<file path="src/rtl/pb_pkg.sv">
// Shared types for the push-button event path: event type and the
// arbiter FSM state encoding.
package pb_pkg;

  typedef enum logic {
    EV_PRESS   = 1'b0,
    EV_RELEASE = 1'b1
  } ev_type_t;

  typedef enum logic {
    ARB_IDLE  = 1'b0,
    ARB_OFFER = 1'b1
  } arb_state_t;

endpackage : pb_pkg

</file>
<file path="src/rtl/pb_event_arbiter_rr_pick.sv">
// Combinational round-robin picker. The request vector is doubled and
// rotated so that the search starts just after last_grant; a priority
// encoder then finds the first request and the index is mapped back.
module rr_pick #(
  parameter int N    = 4,
  parameter int ID_W = $clog2(N)
) (
  input  logic [N-1:0]    req,
  input  logic [ID_W-1:0] last_grant,
  output logic [ID_W-1:0] grant_id,
  output logic            grant_valid
);

  logic [2*N-1:0] dbl;
  logic [N-1:0]   rot;
  logic [ID_W:0]  start;
  logic [ID_W:0]  idx;

  // Rotate requests to start after last_grant, then pick the lowest set bit.
  always_comb begin
    dbl         = {req, req};
    start       = (last_grant >= ID_W'(N - 1)) ? '0 : ({1'b0, last_grant} + 1'b1);
    rot         = dbl[start +: N];
    grant_valid = |req;
    idx         = '0;
    for (int k = N - 1; k >= 0; k--) begin
      if (rot[k]) begin
        idx = start + (ID_W + 1)'(k);
        if (idx >= (ID_W + 1)'(N)) begin
          idx = idx - (ID_W + 1)'(N);
        end
      end
    end
    grant_id = idx[ID_W-1:0];
  end

endmodule : rr_pick

</file>
<file path="src/rtl/pb_event_arbiter.sv">
// Serialises per-channel press/release pulses into one ordered event
// stream. Each channel latches at most one pending press and one pending
// release; channels are served round-robin, press before release.
//
// Handshake: ev_valid is asserted in ARB_OFFER and holds ev_id/ev_type
// stable until a cycle with ev_valid && ev_ready; only that edge transfers
// the event. ev_ready while ev_valid=0 has no effect.
module pb_event_arbiter
  import pb_pkg::*;
#(
  parameter int N_PB = 4,
  parameter int ID_W = $clog2(N_PB)
) (
  input  logic            clk,
  input  logic            rst,
  input  logic [N_PB-1:0] pressed_pulse,
  input  logic [N_PB-1:0] released_pulse,
  output logic            ev_valid,
  input  logic            ev_ready,
  output logic [ID_W-1:0] ev_id,
  output logic            ev_type,
  output logic            pending_any,
  output logic [N_PB-1:0] overflow,
  input  logic            clr_overflow,
  output logic            dbg_state
);

  arb_state_t      state_q, state_d;
  logic [N_PB-1:0] press_pend_q, press_pend_d;
  logic [N_PB-1:0] rel_pend_q, rel_pend_d;
  logic [N_PB-1:0] overflow_q, overflow_d;
  logic [ID_W-1:0] ev_id_q, ev_id_d;
  ev_type_t        ev_type_q, ev_type_d;
  logic [ID_W-1:0] last_grant_q, last_grant_d;
  logic            pending_q, pending_d;

  logic            handshake;
  logic [N_PB-1:0] cons_press, cons_rel;
  logic [ID_W-1:0] grant_id;
  logic            grant_valid;

  rr_pick #(
    .N(N_PB)
  ) u_pick (
    .req        (press_pend_q | rel_pend_q),
    .last_grant (last_grant_q),
    .grant_id   (grant_id),
    .grant_valid(grant_valid)
  );

  // Decode which single pending flag the current handshake consumes.
  always_comb begin
    handshake  = (state_q == ARB_OFFER) && ev_ready;
    cons_press = '0;
    cons_rel   = '0;
    if (handshake) begin
      if (ev_type_q == EV_PRESS) begin
        cons_press[ev_id_q] = 1'b1;
      end else begin
        cons_rel[ev_id_q] = 1'b1;
      end
    end
  end

  // Pending flags and sticky overflow. A pulse on a flag that is being
  // consumed this cycle simply re-arms it; a pulse on a flag that stays
  // set is lost and recorded. A new loss beats a same-cycle clear.
  always_comb begin
    press_pend_d = (press_pend_q & ~cons_press) | pressed_pulse;
    rel_pend_d   = (rel_pend_q & ~cons_rel) | released_pulse;
    overflow_d   = (clr_overflow ? '0 : overflow_q)
                 | (pressed_pulse & press_pend_q & ~cons_press)
                 | (released_pulse & rel_pend_q & ~cons_rel);
    pending_d    = |(press_pend_d | rel_pend_d);
  end

  // Arbiter FSM: pick a channel when idle, hold the offer until accepted.
  always_comb begin
    state_d      = state_q;
    ev_id_d      = ev_id_q;
    ev_type_d    = ev_type_q;
    last_grant_d = last_grant_q;
    case (state_q)
      ARB_IDLE: begin
        if (grant_valid) begin
          state_d   = ARB_OFFER;
          ev_id_d   = grant_id;
          ev_type_d = press_pend_q[grant_id] ? EV_PRESS : EV_RELEASE;
        end
      end
      ARB_OFFER: begin
        if (ev_ready) begin
          state_d      = ARB_IDLE;
          last_grant_d = ev_id_q;
        end
      end
      default: state_d = ARB_IDLE;
    endcase
  end

  // State and output registers; reset discards any in-flight offer.
  always_ff @(posedge clk or negedge rst) begin
    if (!rst) begin
      state_q      <= ARB_IDLE;
      press_pend_q <= '0;
      rel_pend_q   <= '0;
      overflow_q   <= '0;
      ev_id_q      <= '0;
      ev_type_q    <= EV_PRESS;
      last_grant_q <= ID_W'(N_PB - 1);
      pending_q    <= 1'b0;
    end else begin
      state_q      <= state_d;
      press_pend_q <= press_pend_d;
      rel_pend_q   <= rel_pend_d;
      overflow_q   <= overflow_d;
      ev_id_q      <= ev_id_d;
      ev_type_q    <= ev_type_d;
      last_grant_q <= last_grant_d;
      pending_q    <= pending_d;
    end
  end

  assign ev_valid    = (state_q == ARB_OFFER);
  assign ev_id       = ev_id_q;
  assign ev_type     = ev_type_q;
  assign pending_any = pending_q;
  assign overflow    = overflow_q;
  assign dbg_state   = (state_q == ARB_OFFER);

endmodule : pb_event_arbiter

</file>
<file path="config.mk">
export PLATFORM = sky130hd
export DESIGN_NAME = pb_event_arbiter
export DESIGN_NICKNAME = d
export VERILOG_FILES = /design/src/rtl/pb_pkg.sv /design/src/rtl/pb_event_arbiter_rr_pick.sv /design/src/rtl/pb_event_arbiter.sv
export SDC_FILE = /design/constraint.sdc
export NUM_CORES = 1
export LEC_CHECK = 0
export CORE_MARGIN = 2
export CORE_UTILIZATION = 50
export CTS_BUF_LIST = sky130_fd_sc_hd__clkbuf_4 sky130_fd_sc_hd__clkbuf_8
export DETAILED_ROUTE_END_ITERATION = 8
export GPL_TIMING_DRIVEN = 1
export PLACE_DENSITY_LB_ADDON = 0.12
export RECOVER_POWER = 25
export SETUP_SLACK_MARGIN = 0.02
export SLEW_MARGIN = 0
export SYNTH_ARGS = -nofsm -noshare
export SYNTH_HDL_FRONTEND = slang
export SYNTH_SLANG_ARGS = --single-unit
</file>
<file path="constraint.sdc">
create_clock -name clk -period 2.65 [get_ports clk]
set_clock_uncertainty 0.2 [all_clocks]
set_input_delay 0.53 -clock clk [delete_from_list [all_inputs] [get_ports clk]]
set_output_delay 0.53 -clock clk [all_outputs]
set_load 0.01 [all_outputs]
</file>
==> results by group, run 1 <==
Power and ir drop
  – Clk pwr share: 14.7%
  – Sequential share of power: 42.8%
  – Max VDD drop: 431 uV
  – Pwr Total: 1.05 mW
  – Switching fraction of total power: 36.7%
  – Pwr Density: slightly below 900 mW/mm2
  – Comb power frac: 42.5%
  – Net switching power: 0.385 mW
  – Cell internal pwr: 0.664 mW
  – LEAKAGE: 0.449 nW

Logic synthesis
  – Async set-reset flop share out of synthesis: 100%
  – Simple-Gate Fraction of Synth Area: 16.3%
  – Synthesized area: 930 um2
  – Cell taking the most area after synthesis: dfrtp_1
  – Number of synthesized flops with an enable pin: 0
  – Most common flop cell mapped by yosys: dfrtp_1
  – Synth warn: 0
  – Mean Syn Cell Area: slightly above 10 um2
  – Synth Area in Compound Gates: 23.8%
  – Yosys cell types: 31
  – Gate Count Post-Synth: between 90 and 100
  – Seq cells post-synth: 19
  – Mux share of post-synthesis cell area: 3.50%
  – Syn nets: approximately 110
  – Largest family of logic cells by synthesized area: compound AO/OA/AOI/OAI gates
  – Synth Area in XOR/XNOR: 0%
  – Post-Synth Adder-Cell Area: 1.35%
  – Ranking of synthesized cells by area: dfrtp_1 46%, dfstp_2 5.7%, nand2_1 4.0%
  – Sequential share of the synthesized area: about half
  – Share of the synthesized area in the top cell type: 45.8%

Floorplan
  – I/O Pins: 22
  – Row count: 15
  – Die Area: 0.00222 mm2
  – Die Y: roughly 47 um
  – DIE WIDTH: 47.1 um
  – Placeable Area: roughly 0.0017 mm2
  – Initial Util: between 50% and 60%

Critical path
  – Critical Path End Type: output port
  – RR Startpoint: last_grant_q[0]
  – Critical Path Slowest Stage Cell: clkdlybuf4s50_1
  – Worst setup endpoint: ev_id[1]
  – CP max stage delay: 0.59 ns
  – Crit path required time: approximately 1.9 ns
  – Worst reg2reg setup slack: approximately 0.6 ns
  – Peak fanout along the critical path: 8
  – Reg2Reg Depth: 6
  – Critical path startpoint: ev_id[1]
  – Reg2Reg Capture Point: ev_type
  – Startpoint Class: flop
  – CP arrival: around 1.4 ns
  – CP top delay family: buffers and inverters
  – CP cell instances: clkdlybuf4s50_1
  – WS Path Type: flop to output port
  – Crit path depth: 1
  – Buf/Inv on CP: 1

Clock tree
  – Root buffer selected by CTS: clkbuf_4
  – Worst-Skew Late Latency: 0.29 ns
  – Clk sinks: 19
  – Post-cts sizing count: 0
  – CTS Buf Count: 3
  – TritonCTS clock tree: built
  – Setup repair bufs after CTS: 0
  – Deepest clock path buffer count: 2
  – Hold buffer count at CTS: 0
  – Clk pin slew, worst setup/hold paths: 0.10 ns
  – H-tree Lvls: 1

Global routing
  – Total congestion overflow: 0
  – Largest net degree at the start of global routing: 20
  – Via count of the first global-routing pass: 729
  – Global router's overall resource usage: 22.4%
  – Initial antenna violation count: 0
  – First-pass GRT wire length: 3340 um

Final layout
  – Filler instances: between 150 and 200
  – Ant. Diodes: 0
  – Post-Route Utilization: between 60% and 70%
  – Area delta synth->final: 28.8%
  – Cell area after layout: 0.00120 mm2
  – NumNets Final: 131
  – Layout cells sized above 1: 12.8%
  – Finished Layout Cells: around 140

Placed design
  – Placed cell area: 0.00117 mm2
  – Detailed Place HPWL: about 1600 um
  – Placer's final routability congestion estimate: 0.900
  – DP Cell Count: about 140
  – # port buffers: 21
  – Setup WS pre-CTS: 0.312 ns

Timing
  – Period utilization: 80.2%
  – Final Hold Vio Count: 0
  – Setup ws final: 0.525 ns
  – Final min period: around 2.1 ns
  – Max Slew Vio Count: 0
  – Setup violation total in the final timing report: 0
  – Slew headroom: 31.0%
  – Setup TNS: 0 ns
  – Top achievable clock speed: 471 MHz
  – Worst hold slack: 0.315 ns
  – RSZ-0062 raised after global routing: no
  – Worst-Margin Slew: 1.04 ns

Route
  – Drt drc: 0
  – Routed len/inst: 14.8 um
  – Initial DRC Count: 12
  – Drt pass-1 iters: 4
  – Post-Route WL: 2110 um
  – Vias/cell: 5.59
  – Antenna Violating Nets Remaining: 0
  – Routed vias: 794

Worst hold path
  – Worst min path class: flop to flop

Flow run
  – Max_cap viols: 0

Status
  – Status: complete, no violations
==> cell usage in the layout, fill, tap and decap left out, types with 2 or more instances in the layout <==
master and instances:
a21oi_1 3, a221oi_1 2, a31oi_1 2, clkbuf_4 4
clkdlybuf4s50_1 20, dfrtp_1 17, dfstp_2 2, inv_1 7
mux2_2 2, nand2_1 10, nand2b_1 3, nand3_1 3
nor2_1 6, nor2b_1 2, nor4_1 2, o21a_1 4
o21ai_0 7, o221ai_1 2, or2_2 4
==> logic make-up (layout without fill, tap and decap cells) <==
family,Yosys count,after routing
adders and majority gates,1,1
DFF,19,19
AOI/OAI and AO/OA,30,30
and+or+nand+nor,31,31
muxes,3,3
buffers and inverters,8,33
==> synth_stat cells (2+ instances only) <==
| cell type | instances |
|---|---|
| a21oi_1 | 3 |
| or2_2 | 4 |
| nand3_1 | 3 |
| o21a_1 | 4 |
| nor2_1 | 6 |
| nand2_1 | 10 |
| dfstp_2 | 2 |
| nor2b_1 | 2 |
| o21ai_0 | 7 |
| a31oi_1 | 2 |
| inv_1 | 7 |
| o221ai_1 | 2 |
| nand2b_1 | 3 |
| nor4_1 | 2 |
| dfrtp_1 | 17 |
| mux2_2 | 2 |
| a221oi_1 | 2 |
==> flip-flops by register name (all words and copies together), names as in the netlist <==
register,cells
dbg_state,1
pending_any,1
last_grant_q,2
press_pend_q,4
ev_id,2
ev_type,1
overflow,4
rel_pend_q,4
==> worst min path at each step <==
stage,endpoint,slack [ns],startpoint,cells after the start
after floorplan,dbg_state,0.03,rst,0
after global placement,overflow[3],0.30,overflow[3],2
after detailed placement,overflow[3],0.30,overflow[3],2
after CTS,overflow[3],0.33,overflow[3],2
after global routing,overflow[3],0.34,overflow[3],2
final,overflow[3],0.32,overflow[3],2
==> per-layer routing <==
metal	GRT usage (%)	vias to the layer above	routed length (um)
met1	29.7	368	911
met4	12.8	0	39
met2	35.6	33	1040
li1	-	389	-
met5	0	-	0
met3	2.69	4	115
==> power by group through the flow <==
stage                     logic (mW)  clock network, mW  registers, mW
after floorplan                0.287                  0          0.442
after CTS                      0.450              0.158          0.448
after global routing           0.498              0.168          0.457
after global placement         0.446                  0          0.452
after detailed placement       0.448                  0          0.453
final                          0.446              0.154          0.449
==> final cells by class <==
| class | count | area, um2 | area share (%) |
|---|---|---|---|
| Clock buffer | 4 | 30.0 | 2.51 |
| Tap cell | 25 | 31.3 | 2.61 |
| Sequential cell | 19 | 478 | 39.9 |
| Timing Repair Buffer | 22 | 214 | 17.9 |
| Multi-Input combinational cell | 65 | 418 | 34.9 |
| Inverter | 7 | 26.3 | 2.19 |
Note: power is estimated with default switching activity, not from simulation.
==> run 2: changes to the inputs <==
--- a/config.mk
+++ b/config.mk
@@ -6,7 +6,7 @@
 export NUM_CORES = 1
 export LEC_CHECK = 0
 export CORE_MARGIN = 2
-export CORE_UTILIZATION = 50
+export CORE_UTILIZATION = 45
 export CTS_BUF_LIST = sky130_fd_sc_hd__clkbuf_4 sky130_fd_sc_hd__clkbuf_8
 export DETAILED_ROUTE_END_ITERATION = 8
 export GPL_TIMING_DRIVEN = 1
==> constraint.sdc (replaced) <==
create_clock -name clk -period 1.9 [get_ports clk]
set_clock_uncertainty 0.2 [all_clocks]
set_input_delay 0.38 -clock clk [delete_from_list [all_inputs] [get_ports clk]]
set_output_delay 0.38 -clock clk [all_outputs]
set_load 0.01 [all_outputs]
==> results by group, run 2 (synthesis results as in run 1) <==
Critical path
  – Critical Path Slowest Stage Cell: dfstp_2
  – Crit path required time: roughly 1.9 ns
  – CP top delay family: compound AO/OA/AOI/OAI gates
  – Startpoint Class: flop
  – Buf/Inv on CP: 0
  – CP arrival: between 1.5 and 2 ns
  – Peak fanout along the critical path: 4
  – WS Path Type: flop to flop
  – Critical Path End Type: flop
  – CP max stage delay: 0.57 ns
  – CP cell instances: ha_4 > o22ai_2 > o311ai_2 > a21o_1 > a221oi_2 > o32a_1

Route
  – Routed len/inst: 16.5 um
  – Vias/cell: 5.81
  – Antenna Violating Nets Remaining: 0
  – Drt pass-1 iters: 4
  – Routed vias: 907
  – Drt drc: 0
  – Initial DRC Count: 27
  – Post-Route WL: 2570 um

Clock tree
  – Clk sinks: 19
  – TritonCTS clock tree: built
  – CTS Buf Count: 3
  – Root buffer selected by CTS: clkbuf_4
  – H-tree Lvls: 1
  – Worst-Skew Late Latency: ~0.3 ns
  – Clk pin slew, worst setup/hold paths: 0.11 ns
  – Hold buffer count at CTS: 0
  – Deepest clock path buffer count: 2

Global routing
  – Largest net degree at the start of global routing: 14
  – Initial antenna violation count: 0
  – Total congestion overflow: 0
  – Via count of the first global-routing pass: between 800 and 900
  – First-pass GRT wire length: between 3000 and 4000 um
  – Global router's overall resource usage: between 20% and 30%

Final layout
  – Area delta synth->final: 50.6%
  – Finished Layout Cells: ~160
  – Cell area after layout: roughly 0.0014 mm2
  – Layout cells sized above 1: 34.9%
  – Ant. Diodes: 0
  – Post-Route Utilization: 71.4%
  – NumNets Final: 143
  – Leading cell type in the layout, fill and taps excluded: clkdlybuf4s50_1
  – Commonest non-fill, non-tap cells in the layout: 16 x clkdlybuf4s50_1, 12 x dfrtp_1, 11 x buf_4

Timing
  – Setup violation total in the final timing report: 0
  – Final Hold Vio Count: 0
  – Final min period: 1.89 ns
  – Top achievable clock speed: 530 MHz
  – Slew headroom: between 50% and 60%
  – RSZ-0062 raised after global routing: yes
  – Max Slew Vio Count: 0
  – Worst-Margin Slew: 0.716 ns
  – Worst hold slack: 0.181 ns
  – Period utilization: 99.3%

Power and ir drop
  – Pwr Total: 1.84 mW
  – Pwr Density: 1320 mW/mm2
  – LEAKAGE: 0.539 nW
  – Max VDD drop: 944 uV

Placed design
  – DP Cell Count: about 150
  – Placed cell area: 0.00124 mm2
  – Placer's final routability congestion estimate: 0.899
  – Detailed Place HPWL: 1790 um
  – # port buffers: 21

Status
  – Status: complete, no violations

Worst hold path
  – Worst min path class: primary input to async pin

Floorplan
  – Die Area: 0.00245 mm2
  – DIE WIDTH: 49.5 um
  – Placeable Area: 0.00196 mm2
  – Row count: 16
  – Die Y: between 40 and 50 um
  – Initial Util: a little under half
  – I/O Pins: 22

Flow run
  – Max_cap viols: 0
[run 2: cell types whose count changed in the layout (fill, tap and decap cells not counted), moves of 3 or more]
cell,change
buf_4,+11
clkdlybuf4s50_1,-4
dfrtp_1,-5
dfrtp_2,+5
dlymetal6s2s_1,+3
o21ai_0,-3
[run 2: layer usage]
layer	vias to the layer above	share of wire, %	GRT usage (%)
li1	413	-	-
met1	455	41	27.6
met2	30	51	34.0
met3	9	4.2	2.73
met4	0	3.4	8.80
met5	-	0	0
[run 2: where the power goes]
part | internal, mW | switching (mW) | leakage, nW
clock | 0.0786 | 0.130 | 0.0177
sequential | 0.512 | 0.111 | 0.183
combinational | 0.552 | 0.460 | 0.338
total | 1.14 | 0.701 | 0.539
[run 2: through the flow]
stage	setup TNS (ns)	setup WS (ns)
after floorplan	0	0.0550
after global placement	-0.472	-0.341
after detailed placement	-0.624	-0.406
after CTS	-0.0217	-0.0109
after global routing	-0.0955	-0.0652
final	0	0.0137
[run 2: area by class of cell]
type | instances | area [um2]
Sequential cell | 19 | 484
Clock buffer | 3 | 22.5
Clock inverter | 1 | 5.00
Tap cell | 27 | 33.8
Multi-Input combinational cell | 65 | 503
Inverter | 7 | 28.8
Fill cell | 151 | 562
Timing Repair Buffer | 34 | 323
[run 2: worst register-to-register path, cell delays in order, from the launching register on]
cell	delay [ns]
dfstp_2	0.57
ha_4	0.15
o22ai_2	0.11
o311ai_2	0.11
a21o_1	0.23
a221oi_2	0.07
o32a_1	0.34
[run 2: what timing repair did]
action / in CTS / in global routing
buffers inserted: 3 / 2
pin swaps: 4 / 8
endpoints found under the setup margin: 6 / 7
resized for setup: 9 / 17
[run 2: path summary, 6_finish.rpt]
path                                        end  cells past startpoint  slack [ns]       startpoint
max in group asynchronous       press_pend_q[0]                      2        0.35              rst
worst max register to register          ev_type                      6        0.01  last_grant_q[0]
worst min register to register      overflow[3]                      2        0.33      overflow[3]
worst min-delay path              rel_pend_q[0]                      1        0.18              rst
min in group clk                    overflow[3]                      2        0.33      overflow[3]
worst max-delay path                    ev_type                      6        0.01  last_grant_q[0]
==> run 3: changes to the inputs <==
--- a/config.mk
+++ b/config.mk
@@ -8,6 +8,7 @@
 export CORE_MARGIN = 2
 export CORE_UTILIZATION = 45
 export CTS_BUF_LIST = sky130_fd_sc_hd__clkbuf_4 sky130_fd_sc_hd__clkbuf_8
+export CTS_CLUSTER_DIAMETER = 120
 export DETAILED_ROUTE_END_ITERATION = 8
 export GPL_TIMING_DRIVEN = 1
 export PLACE_DENSITY_LB_ADDON = 0.12
==> results of run 3 <==
The final DEF is identical to that of run 2; final timing and power are the same.
==> RTL change 1: new RTL, settings of run 2 <==
`N_PB`: 4 -> 8.
--- a/src/rtl/pb_event_arbiter.sv
+++ b/src/rtl/pb_event_arbiter.sv
@@ -10,3 +10,3 @@
 #(
-  parameter int N_PB = 4,
+  parameter int N_PB = 8,
   parameter int ID_W = $clog2(N_PB)
Ports: changed (resized ev_id, overflow, pressed_pulse and released_pulse); port bits go from 22 to 35. No check against the original RTL was run, so the function may have changed too.
==> RTL change 1 against run 2 <==
Design area grew to 2.7 times the old value; cell count grew to 2.8 times the old value; the flow now finishes with violations (negative setup slack); hold slack gained 0.13 ns; non-clock buffer count grew 88; sequential cell count grew 14; power grew to 3.0 times the old value; fmax shrank 43%; wire length grew to 2.9 times the old value; worst setup slack lost 1.4 ns; synthesized cell count grew to 2.7 times the old value; area after synthesis grew to 2.5 times the old value.
==> RTL change 1: results (changes against run 2) <==
[status]
violations = negative setup slack
status = finished, violations left

[layout]
drive_gt1_share_pct = 45.7  ; +11 points
fin_nets = 392  ; +170%
n_antenna_cell = 0  ; unchanged

[place]
numPortBuffers = 34  ; +62%
dpl.hpwl_mm = 5.82  ; +230%
placed_area_um2 = 3450  ; +180%
gp_congestion = 0.965  ; +7.3%

[clocking]
clk_path_buf_depth = 2  ; unchanged
cts-root-buf = clkbuf_8
cts_buffers = 5  ; +2
worstSkewPairLatency_ns = 0.28  ; -0.02 ns
htreeDepth = 2  ; +1
clk_transition_reported_paths_ns = 0.07  ; -0.04 ns

[setup_path]
rr_worst_depth = 14  ; +8
r2r-end = ev_type
worst_path_largest_cell_delay_ns = 0.56
crit_fanout = 6  ; +2
arrival_ns = 3.32  ; +1.43 ns

[synth]
seq_area_frac_synth_pct = 35.1  ; -16 points
async_flop_share_pct = 100  ; unchanged
syn_nets = 270  ; +160%
synthTopCellsByArea = dfrtp_1, mux2_2, mux2i_4
synth_area_leader_cell = dfrtp_1
synth_common_cells = dfrtp_1, nand2_1, nor2_1
ys_warn_count = 0  ; unchanged
ys_types = 56  ; +81%

[floorplan]
row_count = 26  ; +10

[routing]
drt_iter0_markers = 152  ; +460%
wl_per_cell_um = 17.2  ; +4.3%
drt_pass1_iterations = 4  ; unchanged
viasPerCell = 5.51  ; -5.2%

[timing]
tns_ns = -5.49  ; -5.49 ns
setup_viol = 5  ; +5
whs_ns = 0.312  ; +0.131 ns
slew_headroom_pct = 44.9  ; -7.4 points
setup_ws_ns = -1.41  ; -1.42 ns

[worst_hold_path]
holdPathStages = 2
whs_endpoint = overflow[2]
hp-start = overflow[2]
hold_path.class = reg2reg

[global_routing]
grt_pass1_wl_mm = 12.3  ; +220%
grt_max_degree = 34  ; +20
grt_antenna_before_repair = 0  ; unchanged
grt_use_total_pct = 26.7  ; +6.0 points
first_global_vias = 2485  ; +180%

[job]
maxCapViolCount = 0  ; unchanged

[power_and_ir_drop]
leakagePower_nw = 1.54  ; +190%
ir_worst_vdd_uv = 1110  ; +17%

## RTL change 1: cell count changes after synthesis, moves of 5 or more
cell / run 2 / this run
nor2_1: 6 / 17
o21ai_0: 7 / 13
a21oi_1: 3 / 9
nand2_1: 10 / 19
mux2i_1: 1 / 8
nand4_1: 0 / 9
dfrtp_1: 17 / 30
o21a_1: 4 / 11
or2_2: 4 / 15
mux2_2: 2 / 10
mux2i_4: 0 / 5
a22oi_1: 1 / 6
## RTL change 1: through the flow
| step | setup WS (ns) | std cells |
|---|---|---|
| finish | -1.41 | 438 |
| global placement | -1.38 | 420 |
| CTS | -1.38 | 436 |
| floorplan | -1.29 | 246 |
| detailed placement | -1.40 | 420 |
| global route | -1.53 | 438 |
## RTL change 1: where the power goes
group / switching (mW) / total [mW] / internal (mW)
sequential: 0.124 / 0.973 / 0.849
combinational: 1.97 / 4.10 / 2.14
clock: 0.256 / 0.542 / 0.286
total: 2.35 / 5.62 / 3.27
## RTL change 1: critical path, delay by kind of cell (launching register included)
| kind | cells | cell delay, ns |
|---|---|---|
| DFF | 1 | 0.56 |
| buffers and inverters | 2 | 0.21 |
| adders and majority gates | 2 | 0.30 |
| muxes | 5 | 1.13 |
| and+or+nand+nor | 2 | 0.15 |
| AOI/OAI and AO/OA | 3 | 0.68 |
## RTL change 1: logic make-up after synthesis
logic type | Yosys count | share of synthesized area, %
xor+xnor | 2 | 0.740
flops | 33 | 35.1
buf+inv | 19 | 3.86
simple gates | 86 | 19.0
mux | 28 | 15.9
compound gates | 74 | 23.3
fa+ha+maj | 4 | 2.12
## RTL change 1: final cells by class
type / count / area, um^2
multi-input combinational: 194 / 1700
fill: 380 / 1270
timing repair buffer: 122 / 1030
sequential: 33 / 832
tap: 70 / 87.6
clock buffer: 6 / 82.6
inverter: 12 / 60.1
clock inverter: 1 / 7.51
## RTL change 1: worst max path at each step
stage	start	to	slack, ns
global placement	last_grant_q[1]	ev_type	-1.38
floorplan	last_grant_q[0]	ev_type	-1.29
finish	last_grant_q[0]	ev_type	-1.41
detailed placement	last_grant_q[1]	ev_type	-1.40
CTS	last_grant_q[1]	ev_type	-1.38
global route	last_grant_q[0]	ev_type	-1.53
## RTL change 1: timing repair
action | in CTS | in global routing
setup endpoints to repair | 20 | 8
resized for setup | 31 | 17
pin swaps | 14 | 10
setup buffers | 9 | 3
## RTL change 1: layer usage
layer,share of wire (%),up-vias,GRT usage [%]
met5,0,-,0
li1,-,1169,-
met3,3.7,12,4.15
met4,1.5,0,8.00
met2,52,73,49.2
met1,43,1161,31.9
==> RTL change 2: new RTL, config.mk and constraints of run 2 <==
Without the edit above. Reset style: synchronous (`rst`), changed in one clocked block.
--- a/src/rtl/pb_event_arbiter.sv
+++ b/src/rtl/pb_event_arbiter.sv
@@ -101,3 +101,3 @@
   // State and output registers; reset discards any in-flight offer.
-  always_ff @(posedge clk or negedge rst) begin
+  always_ff @(posedge clk) begin
     if (!rst) begin
Function: differs if rst is asserted again (counterexample within 4 cycles, from zero or initial values and one cycle with rst low); with rst held inactive, the same outputs for 10 cycles.
==> RTL change 2 against run 2 <==
The run now ends with negative setup slack left; sequential share of layout area shrank 5.4 points; worst setup slack worse by 0.12 ns; fmax is 6.1% lower; count of clock-buffer cells in the layout rose by 1; synthesized cell count increased by 13%; area after synthesis shrank 2.8%; wire length down 1.5%; sequential cell count unchanged; utilization shrank 1.9 points; design area shrank 4.6%; first-iteration DRC count grew 44%; critical endpoint is now ev_type.
Power is not compared: it rests on default switching activity, and its combinational part moved more than twofold at a synthesized area within 25%.
==> RTL change 2: results (changes against run 2) <==
[status]
status = finished, violations left
violations = negative setup slack

[synth]
synthTopCellsByArea = dfxtp_1, nor2_1, o21a_1
ys_types = 30  ; -3.2%
syn_nets = 117  ; +11%
synth-compound-area-share_pct = 25.2  ; +1.4 points
synth.area.mux_share_pct = 2.35  ; -1.1 points
synth_cells = 104  ; +13%
synth_fa_ha_area_share_pct = 1.39  ; +0.039 points
synth_common_cells = nor2_1, dfxtp_1, o21a_1
async_flop_share_pct = 0  ; -100 points

[routing]
drt_pass1_iterations = 6  ; +2
wl_per_cell_um = 14.6  ; -12%
drt_iter0_markers = 39  ; +44%
viasPerCell = 5.53  ; -4.8%
met2_length_mm = 1.35  ; +2.7%

[setup_path]
worst_path_largest_cell_delay_ns = 0.53  ; -0.04 ns
r2r-end = ev_type
crit_slowest_cell = or4_4
cp_top_family = simple AND/OR/NAND/NOR gates
r2r_start = rel_pend_q[3]
arrival_ns = 2.04  ; +0.15 ns

[timing]
whs_ns = 0.293  ; +0.113 ns
setup_viol = 5  ; +5
setup_ws_ns = -0.109  ; -0.123 ns
slew_headroom_pct = 70.6  ; +18 points
tns_ns = -0.330  ; -0.330 ns

[global_routing]
gr-usage-met1_pct = 25.4  ; -2.2 points
grt_pass1_wl_mm = 4.21  ; +8.4%
grtUsageMet2_pct = 42.5  ; +8.5 points
first_global_vias = 959  ; +9.9%
grt_max_degree = 15  ; +1
grtUsageMet3_pct = 5.21  ; +2.5 points
grt_use_total_pct = 23.0  ; +2.2 points

[layout]
final_cells = 174  ; +12%
drive_gt1_share_pct = 25.2  ; -9.7 points
fin_nets = 161  ; +13%

[clocking]
postCtsResizedCells = 3  ; -6
cts_setup_buffers = 0  ; -3

[worst_hold_path]
hold_path.class = reg2reg

[place]
gp_congestion = 0.898  ; -0.16%
place_inst = 170  ; +16%
placed_area_um2 = 1290  ; +3.9%
dpl.hpwl_mm = 1.94  ; +8.8%
place_ws_ns = -0.254  ; +0.152 ns

## RTL change 2: changes by cell type in the layout (fill, tap and decap cells not counted), moves of 3 or more
cell	change
nor2_1	+17
dfxtp_1	+16
dfrtp_1	-12
buf_4	+8
dfrtp_2	-5
clkdlybuf4s50_1	+4
nand2_1	-4
a222oi_1	+3
inv_1	-3
o21a_1	+3
## RTL change 2: worst max path at each step
stage,from,to
floorplan,rel_pend_q[3],ev_type
global placement,ev_ready,pending_any
detailed placement,ev_ready,pending_any
CTS,rel_pend_q[3],ev_type
global route,rel_pend_q[3],ev_id[1]
finish,rel_pend_q[3],ev_type
## RTL change 2: worst reg2reg max path: cells and delay by family, from the launching register on
family	cells	cell delay [ns]
compound gates	1	0.15
flops	1	0.33
simple gates	4	1.25
## RTL change 2: area by class of cell
cell class / instances / area, um^2
Fill cell: 172 / 587
Multi-Input combinational cell: 80 / 512
Sequential cell: 19 / 389
Timing Repair Buffer: 41 / 359
Tap cell: 27 / 33.8
Clock buffer: 4 / 30.0
Inverter: 3 / 11.3
